==> src/rtl/data_array_port_ctrl_pkg.sv <==
// Shared types and lane helpers for the L1 data array port controller.
// Word k of a line lives in DI/DO bits [32k+31:32k] and WEB bits [4k+3:4k].
package data_array_port_ctrl_pkg;

  localparam int DA_IDX_W = 5;
  localparam int LINE_W   = 128;
  localparam int WORD_W   = 32;
  localparam int BEATS    = LINE_W / WORD_W;
  localparam int OFF_W    = $clog2(BEATS);
  localparam int STRB_W   = WORD_W / 8;
  localparam int WEB_W    = LINE_W / 8;

  localparam logic [OFF_W-1:0] LAST_BEAT = OFF_W'(BEATS - 1);

  typedef enum logic [2:0] {
    INIT,
    IDLE,
    RD_CAP,
    FILL,
    FILL_WR,
    WB_CAP,
    WB_SEND
  } state_e;

  // Active-low byte enables: only the addressed word's strobed bytes go low.
  function automatic logic [WEB_W-1:0] lane_web(input logic [OFF_W-1:0]  off,
                                                input logic [STRB_W-1:0] strb);
    logic [WEB_W-1:0] web;
    web = '1;
    web[off*STRB_W +: STRB_W] = ~strb;
    return web;
  endfunction

  function automatic logic [LINE_W-1:0] lane_di(input logic [WORD_W-1:0] word);
    return {BEATS{word}};
  endfunction

  function automatic logic [WORD_W-1:0] lane_word(input logic [LINE_W-1:0] line,
                                                  input logic [OFF_W-1:0]  off);
    return line[off*WORD_W +: WORD_W];
  endfunction

endpackage

==> src/rtl/data_array_port_ctrl_line_beat_buf.sv <==
// Four-word line buffer with a single beat pointer, shared by refill
// (beat-wise push, whole-line read) and writeback (line load, beat-wise pop).
module line_beat_buf
  import data_array_port_ctrl_pkg::*;
(
  input  logic              clk,
  input  logic              rst_n,
  input  logic              push_i,
  input  logic [WORD_W-1:0] push_data_i,
  input  logic              load_i,
  input  logic [LINE_W-1:0] line_i,
  input  logic              pop_i,
  output logic [WORD_W-1:0] word_o,
  output logic [LINE_W-1:0] line_o,
  output logic [OFF_W-1:0]  ptr_o
);

  logic [WORD_W-1:0] words_q [BEATS];
  logic [OFF_W-1:0]  ptr_q;

  // NOTE: this buffer is a few flops, not an SRAM, so it is reset to a known
  // value like any other state; a real memory macro would be left unreset.
  always_ff @(posedge clk or negedge rst_n) begin
    if (!rst_n) begin
      for (int k = 0; k < BEATS; k++) words_q[k] <= '0;
      ptr_q <= '0;
    end else if (load_i) begin
      for (int k = 0; k < BEATS; k++) words_q[k] <= line_i[k*WORD_W +: WORD_W];
      ptr_q <= '0;
    end else if (push_i) begin
      words_q[ptr_q] <= push_data_i;
      ptr_q          <= ptr_q + 1'b1;
    end else if (pop_i) begin
      ptr_q <= ptr_q + 1'b1;
    end
  end

  always_comb begin
    line_o = '0;
    for (int k = 0; k < BEATS; k++) line_o[k*WORD_W +: WORD_W] = words_q[k];
  end

  assign word_o = words_q[ptr_q];
  assign ptr_o  = ptr_q;

endmodule

==> src/rtl/data_array_port_ctrl.sv <==
// Requester-side port controller for the 32 x 128-bit L1 data array.
// Arbitrates refill > writeback > core word access onto one synchronous port.
module data_array_port_ctrl
  import data_array_port_ctrl_pkg::*;
#(
  parameter int IDX_W = DA_IDX_W
) (
  input  logic              ACLK,
  input  logic              ARESETn,

  input  logic              core_req,
  input  logic              core_write,
  input  logic [IDX_W-1:0]  core_index,
  input  logic [OFF_W-1:0]  core_offset,
  input  logic [STRB_W-1:0] core_wstrb,
  input  logic [WORD_W-1:0] core_wdata,
  output logic              core_ready,
  output logic              core_rvalid,
  output logic [WORD_W-1:0] core_rdata,

  input  logic              fill_valid,
  input  logic [WORD_W-1:0] fill_data,
  input  logic [IDX_W-1:0]  fill_index,
  output logic              fill_ready,
  output logic              fill_done,

  input  logic              wb_req,
  input  logic [IDX_W-1:0]  wb_index,
  output logic              wb_valid,
  output logic [WORD_W-1:0] wb_data,
  output logic              wb_last,
  input  logic              wb_ready,

  output logic              DA_CS,
  output logic              DA_OE,
  output logic [WEB_W-1:0]  DA_WEB,
  output logic [IDX_W-1:0]  DA_A,
  output logic [LINE_W-1:0] DA_DI,
  input  logic [LINE_W-1:0] DA_DO
);

  state_e            state_q;
  logic [IDX_W-1:0]  fill_idx_q;
  logic [OFF_W-1:0]  rd_off_q;
  logic [WORD_W-1:0] core_rdata_q;
  logic              core_rvalid_q;
  logic              fill_done_q;

  logic              in_idle;
  logic              wb_go;
  logic              core_go;
  logic              buf_push;
  logic              buf_load;
  logic              buf_pop;
  logic [WORD_W-1:0] buf_word;
  logic [LINE_W-1:0] buf_line;
  logic [OFF_W-1:0]  beat_ptr;

  assign in_idle = (state_q == IDLE);
  assign wb_go   = in_idle & ~fill_valid & wb_req;
  assign core_go = in_idle & ~fill_valid & ~wb_req & core_req;

  assign core_ready  = core_go;
  assign core_rvalid = core_rvalid_q;
  assign core_rdata  = core_rdata_q;

  assign fill_ready = in_idle | (state_q == FILL);
  assign fill_done  = fill_done_q;

  assign wb_valid = (state_q == WB_SEND);
  assign wb_data  = buf_word;
  assign wb_last  = wb_valid & (beat_ptr == LAST_BEAT);

  assign buf_push = fill_valid & fill_ready;
  assign buf_load = (state_q == WB_CAP);
  assign buf_pop  = wb_valid & wb_ready;

  line_beat_buf u_line_beat_buf (
    .clk         (ACLK),
    .rst_n       (ARESETn),
    .push_i      (buf_push),
    .push_data_i (fill_data),
    .load_i      (buf_load),
    .line_i      (DA_DO),
    .pop_i       (buf_pop),
    .word_o      (buf_word),
    .line_o      (buf_line),
    .ptr_o       (beat_ptr)
  );

  // Array port is driven in the same cycle a request wins arbitration.
  // NOTE: every output gets a default before the case so no latch is inferred.
  always_comb begin
    DA_CS  = 1'b0;
    DA_OE  = 1'b0;
    DA_WEB = '1;
    DA_A   = '0;
    DA_DI  = '0;
    unique case (state_q)
      IDLE: begin
        if (wb_go) begin
          DA_CS = 1'b1;
          DA_OE = 1'b1;
          DA_A  = wb_index;
        end else if (core_go) begin
          DA_CS = 1'b1;
          DA_A  = core_index;
          if (core_write) begin
            DA_DI  = lane_di(core_wdata);
            DA_WEB = lane_web(core_offset, core_wstrb);
          end else begin
            DA_OE = 1'b1;
          end
        end
      end
      RD_CAP, WB_CAP: DA_OE = 1'b1;
      FILL_WR: begin
        DA_CS  = 1'b1;
        DA_WEB = '0;
        DA_A   = fill_idx_q;
        DA_DI  = buf_line;
      end
      default: ;
    endcase
  end

  // NOTE: sequential state uses <= so every flop samples pre-edge values.
  always_ff @(posedge ACLK or negedge ARESETn) begin
    if (!ARESETn) begin
      state_q       <= INIT;
      fill_idx_q    <= '0;
      rd_off_q      <= '0;
      core_rdata_q  <= '0;
      core_rvalid_q <= 1'b0;
      fill_done_q   <= 1'b0;
    end else begin
      core_rvalid_q <= 1'b0;
      fill_done_q   <= 1'b0;
      unique case (state_q)
        INIT: state_q <= IDLE;
        IDLE: begin
          if (fill_valid) begin
            fill_idx_q <= fill_index;
            state_q    <= FILL;
          end else if (wb_req) begin
            state_q <= WB_CAP;
          end else if (core_req && !core_write) begin
            rd_off_q <= core_offset;
            state_q  <= RD_CAP;
          end
        end
        RD_CAP: begin
          core_rdata_q  <= lane_word(DA_DO, rd_off_q);
          core_rvalid_q <= 1'b1;
          state_q       <= IDLE;
        end
        FILL: begin
          if (fill_valid && beat_ptr == LAST_BEAT) state_q <= FILL_WR;
        end
        FILL_WR: begin
          fill_done_q <= 1'b1;
          state_q     <= IDLE;
        end
        WB_CAP: state_q <= WB_SEND;
        WB_SEND: begin
          if (wb_ready && beat_ptr == LAST_BEAT) state_q <= IDLE;
        end
        default: state_q <= INIT;
      endcase
    end
  end

endmodule

==> config.mk <==
export PLATFORM = sky130hd
export DESIGN_NAME = data_array_port_ctrl
export DESIGN_NICKNAME = d
export VERILOG_FILES = /design/src/rtl/data_array_port_ctrl_pkg.sv /design/src/rtl/data_array_port_ctrl_line_beat_buf.sv /design/src/rtl/data_array_port_ctrl.sv
export SDC_FILE = /design/constraint.sdc
export NUM_CORES = 1
export LEC_CHECK = 0
export CORE_AREA = 5 5 168 170
export DETAILED_ROUTE_END_ITERATION = 7
export DIE_AREA = 0 0 173 175
export PLACE_DENSITY = 0.78
export SETUP_SLACK_MARGIN = 0.15
export SYNTH_ARGS = -nofsm -noshare
export SYNTH_HDL_FRONTEND = slang
export SYNTH_SLANG_ARGS = --single-unit
==> constraint.sdc <==
create_clock -name ACLK -period 3 [get_ports ACLK]
set_input_delay 0.45 -clock ACLK [delete_from_list [all_inputs] [get_ports ACLK]]
set_output_delay 0.45 -clock ACLK [all_outputs]
set_load 0.02 [all_outputs]
== After elaboration in Yosys (flattened, before gate mapping) ==
Cells that the tools add are included.
Word-level totals
  bits of input ports: 220
  logic and storage cells: 92
  bits in registers: 174
  output and inout bits: 221
Operators by class
  muxes and demuxes: 37
  add/subtract/negate cells: 2
  bitwise gates (word level): 14
  reductions and logical operators: 13
  eq/ne operators: 10
  shifts and indexed selects: 3
  $lt $le $gt $ge: 2
Operators with widths (count)
  $mux 128: 5
  $pmux 128 s2: 1
  $bwmux 128: 1
  $shiftx 128x8->32: 1
  $mux 32: 3
  $bmux 32 s2: 1
  $demux 32 s2: 1
  $mux 16: 3
  $neg 4->34: 1
  $shift 4x34->16 const A: 1
  $shiftx 4x34->16: 1
  $pmux 16 s2: 1
  $not 16->16: 1
  $or 16x16->16: 1
  $mux 3: 5
  $pmux 3 s5: 1
  $mux 5: 2
  $pmux 5 s2: 1
  $eq 3x3->1 const B: 3
  $and 1x1->1: 7
  $mux 1: 7
  $eq 3x2->1 const B: 2
  $mux 2: 3
  $logic_and 1x1->1: 4
  other kinds (21): 24

== Longest topological paths before layout ==
  depth in word-level cells: 8
  gate-level depth with buffers: 9
  gate-level depth less buffers: 5

== By module ==
From an unflattened synthesis, not the netlist that was laid out.
Second synthesis, totals
  cell total of the unflattened synthesis: 1175
  area total of the unflattened synthesis: 12235.5 µm²
By module, submodules not included
  line_beat_buf: times used 1, cells an instance 784, sequential area each 3253.1 µm², area each 7903.8 µm²
  data_array_port_ctrl: times used 1, cells an instance 391, sequential area each 1101.1 µm², area each 4331.7 µm²

== Worst setup path before layout ==
No wires, ideal clock.
  path type: reg-to-output
  start point: register state_q[1]
  end point: output port DA_A[0]
  cell stages (with the launch flop): 5
  path buffers: 1
  arrival: 1878 ps
  data required time: 2550 ps
  path slack: 672 ps
  path through: dfrtp_1 > buf_6 > or4b_4 > nor2_1 > a221o_1
On the way
  cells in the longest elaborated chain, start to end: 7
  elaborated cells between the ends (all ways): 9
  those cells by class: 2 x eq/ne; 3 x mux; 4 x bitwise
RTL lines
  from (decl): RTL line data_array_port_ctrl.sv:42  | state_e state_q;
  from (signal assigned): RTL line data_array_port_ctrl.sv:130  | state_q <= INIT;
  from (signal assigned): RTL line data_array_port_ctrl.sv:140  | INIT: state_q <= IDLE;
  from (signal assigned): RTL line data_array_port_ctrl.sv:144  | state_q <= FILL;
  $eq 3x1->1: RTL line data_array_port_ctrl.sv:59  | assign in_idle = (state_q == IDLE);
  $and 1x1->1 (3 in series): RTL line data_array_port_ctrl.sv:61  | assign core_go = in_idle & ~fill_valid & ~wb_req & core_req;
  via core_ready: RTL line data_array_port_ctrl.sv:17  | output logic core_ready,
  $mux 5: RTL line data_array_port_ctrl.sv:105  | end else if (core_go) begin
  $mux 5: RTL line data_array_port_ctrl.sv:101  | if (wb_go) begin
  $pmux 5 s2: RTL line data_array_port_ctrl.sv:99  | unique case (state_q)
  to (decl): RTL line data_array_port_ctrl.sv:37  | output logic [IDX_W-1:0] DA_A,
The timed path passes the listed nets, and every way through them passes these cells.

== Worst setup path after layout ==
  start point: input port fill_valid
  end point: output port DA_OE
On the way
  cells in the longest elaborated chain, start to end: 7
  elaborated cells between the ends (all ways): 8
  those cells by class: 3 x mux; 5 x bitwise
RTL lines
  from (decl): RTL line data_array_port_ctrl.sv:21  | input logic fill_valid,
  $not 1->1 (no source line) (*)
  $and 1x1->1 (*): RTL line data_array_port_ctrl.sv:60, data_array_port_ctrl.sv:61
  $and 1x1->1 (2 in series): RTL line data_array_port_ctrl.sv:61
  $mux 1: RTL line data_array_port_ctrl.sv:105
  $mux 1 (*): RTL line data_array_port_ctrl.sv:101
  $pmux 1 s2 (*): RTL line data_array_port_ctrl.sv:99
  to (decl): RTL line data_array_port_ctrl.sv:35  | output logic DA_OE,
Mark *: on every way between the ends. The rest lies on a longest branch, timed or not.

==> metrics.txt <==
status complete, no violations; power density cells 944 nW/um^2; HPWL after detailed placement between 30 and 40 mm; post-synthesis register bit count around 170; post-route cell area 16,400 sq um; Worst Path Class, Setup in2out; count of unresolved DRC violations after routing 0; DP Area between 15,000 and 20,000 sq um; share of flip-flops with an asynchronous set or reset after synthesis 1.00; buffers inserted during post-CTS setup optimization 0; drt wl/cell 24.7 um; worst supply voltage drop on vdd 0.000474 V; worst relative slew slack 0.353; static leakage 0.00754 uW; Crit path arrival time 2.38 ns; Root Buffer Master sky130_fd_sc_hd__clkbuf_16; antenna diode instance count 0; top post-synthesis cells by area sky130_fd_sc_hd__dfrtp_1 39%, sky130_fd_sc_hd__mux4_2 13%, sky130_fd_sc_hd__a22o_1 10%; clock insertion delay at the later pin of the skew report 0.42 ns; clk sink count roughly 170; number of detailed-route iterations in the first pass 5; portion of the clock cycle consumed by the worst path in the final layout 0.942; clock tree from TritonCTS built; final core utilization 0.615; count of mapped cells out of synthesis between 900 and 1,000; post-synthesis sequential area ratio 0.392; number of endpoints failing setup at the final stage 0; Avg Cell Area, Syn 11.5 sq um; Fin Hold WS around 0.056 ns; worst min-delay path category in2async; # IOs 441; Total Routed Length about 43 mm; Core Region approximately 27,000 sq um; top-count cell post-synth sky130_fd_sc_hd__dfrtp_1; overall die width 173 um; peak clock frequency supported by timing 354 MHz; number of cell rows 60; post-synth top area share 0.392; Final Critical Period 2.83 ns; area of the die 30,300 sq um; Final Max Tran Viols 0; first-pass GRT wire length 65.6 mm; fillcell total 2,267; number of antenna violations at the first check in global routing 0; PortBufs between 400 and 500; post-route clock skew 0.0142 ns; number of hold violations in the final report 0; RSZ-0062 raised after global routing no; post-CTS clock slew at the launch and capture registers of the worst setup and hold paths 0.08 ns; ratio of cells with drive above 1 in the final layout 0.177; kind of end point of the critical path output pin; CTS buffer count 17; total track usage 0.275; fin nets 1,622; vias in the first global route 10,900; Startpoint Class input pin; number of synthesis warnings 0; Area Overhead vs Synth 47.2%; dominant register cell in the synthesized netlist sky130_fd_sc_hd__dfrtp_1; number of flops mapped to enable cells by yosys 0; First DRT Iteration DRCs roughly 970; maximum level of the CTS H-tree 4; maximum clock insertion buffer count 2; most frequent cells after synthesis 174 x sky130_fd_sc_hd__dfrtp_1, 128 x sky130_fd_sc_hd__a22o_1, 116 x sky130_fd_sc_hd__nor2_1, 106 x sky130_fd_sc_hd__a21oi_1, 104 x sky130_fd_sc_hd__mux2i_1; number of max-capacitance violations reported 0; initial core utilization 0.418; post-synth net total 1,196; remaining antenna violation count 0; required time at the endpoint of the critical path 2.55 ns; Via density 6.01; post-synthesis instance area 11,100 sq um; total power consumption of the routed design ~15,000 uW; library cells used by synthesis 46; setup TNS 0 ns; largest net degree at the start of global routing 233; critical path fanouts, max 2; vias 10,500; final weighted congestion in routability-driven placement 0.904; die span in y 175 um; Overflow after GRT 0; leading area contributor after synthesis sky130_fd_sc_hd__dfrtp_1; transition at the pin with the smallest max-transition slack about 1 ns
==> layout make-up <==
type                    count  area [sq um]  share of cell area
clock buffers              18           429              0.0262
clock inverters            13           183              0.0112
inverters                   8          32.5             0.00199
multi-input cells         689          6120               0.374
flip-flops and latches    174          4370               0.267
well taps                 341           427              0.0261
repair buffers            503          4800               0.293
==> metal layers <==
metal,vias up,wire length (um),part of all wire,global-route usage
met5,-,0,0,0
met4,0,1470,0.034,0.105
met3,92,3480,0.081,0.0658
met2,570,21200,0.49,0.465
met1,5245,16900,0.39,0.343
li1,4594,-,-,-
==> placed cells by master (no fill, tap or decap), types with 4 or more instances in the layout <==
| cell type | synthesis | layout |
|---|---|---|
| sky130_fd_sc_hd__clkdlybuf4s50_1 | 0 | 287 |
| sky130_fd_sc_hd__dfrtp_1 | 174 | 167 |
| sky130_fd_sc_hd__a22o_1 | 128 | 128 |
| sky130_fd_sc_hd__nor2_1 | 116 | 116 |
| sky130_fd_sc_hd__a21oi_1 | 106 | 106 |
| sky130_fd_sc_hd__mux2i_1 | 104 | 104 |
| sky130_fd_sc_hd__dlygate4sd2_1 | 0 | 98 |
| sky130_fd_sc_hd__mux4_2 | 64 | 64 |
| sky130_fd_sc_hd__buf_4 | 2 | 50 |
| sky130_fd_sc_hd__o21a_1 | 39 | 39 |
| sky130_fd_sc_hd__mux2_2 | 39 | 39 |
| sky130_fd_sc_hd__clkbuf_2 | 0 | 30 |
| sky130_fd_sc_hd__o22a_1 | 27 | 27 |
| sky130_fd_sc_hd__clkdlybuf4s15_1 | 0 | 20 |
| sky130_fd_sc_hd__clkbuf_16 | 0 | 17 |
| sky130_fd_sc_hd__buf_12 | 11 | 12 |
| sky130_fd_sc_hd__ha_1 | 9 | 9 |
| sky130_fd_sc_hd__inv_1 | 8 | 6 |
| sky130_fd_sc_hd__dfrtp_2 | 0 | 6 |
| sky130_fd_sc_hd__nand2b_1 | 5 | 5 |
| sky130_fd_sc_hd__and3_1 | 5 | 5 |
| sky130_fd_sc_hd__a221o_1 | 5 | 5 |
| sky130_fd_sc_hd__nand2_1 | 4 | 4 |
| sky130_fd_sc_hd__nand4b_1 | 4 | 4 |
==> worst max-delay path, stage by stage <==
cell and delay, ns:
sky130_fd_sc_hd__clkdlybuf4s50_1 0.53, sky130_fd_sc_hd__nor4b_4 0.07, sky130_fd_sc_hd__buf_4 0.14, sky130_fd_sc_hd__and2_1 0.16, sky130_fd_sc_hd__or4b_2 0.66, sky130_fd_sc_hd__dlygate4sd2_1 0.36
==> state kept, by name, summed over array words and instances (netlist names) <==
register                flops
u_line_beat_buf.line_o    128
fill_idx_q                  5
core_rdata                 32
rd_off_q                    2
state_q                     3
fill_done                   1
u_line_beat_buf.ptr_o       2
core_rvalid                 1
==> power by group <==
| group | total, uW | switching, uW | internal (uW) |
|---|---|---|---|
| clock network | 2350 | 1020 | 1330 |
| registers | 4750 | 1180 | 3570 |
| logic | 8330 | 4030 | 4300 |
| total | 15400 | 6240 | 9200 |
==> stage by stage <==
stage	instances	setup WS, ns
global route	1746	0.151
floorplan	967	0.672
finish	1746	0.173
CTS	1746	0.126
detailed placement	1714	-0.308
global placement	1714	-0.276
==> path summary, 6_finish.rpt <==
path                                     start                     endpoint  slack (ns)  depth (start not counted)
worst max-delay path                fill_valid                        DA_OE        0.17                          6
min in group ACLK               core_rdata[26]               core_rdata[26]        0.51                          1
max in group asynchronous              ARESETn   u_line_beat_buf.line_o[35]        2.15                          2
worst max register to register      state_q[0]  u_line_beat_buf.line_o[105]        0.76                          6
worst min register to register  core_rdata[26]               core_rdata[26]        0.51                          1
worst min-delay path                   ARESETn               core_rdata[28]        0.06                          1
==> cells by family (layout without fill, tap and decap cells) <==
| group | Yosys count | count (layout) | synth area share |
|---|---|---|---|
| adders and majority gates | 9 | 9 | 0.0101 |
| and+or+nand+nor | 160 | 160 | 0.0702 |
| buffers and inverters | 104 | 542 | 0.0585 |
| muxes | 207 | 207 | 0.263 |
| AOI/OAI and AO/OA | 313 | 313 | 0.206 |
| DFF | 174 | 174 | 0.392 |
==> repair_timing <==
| item | in CTS | in global routing |
|---|---|---|
| pin swaps | 1 | 1 |
| resized for setup | 174 | 70 |
| hold buffers | 0 | 0 |
| endpoints found under the setup margin | 154 | 57 |
| cloned | 1 | 0 |
Note: power is estimated with default switching activity, not from simulation.
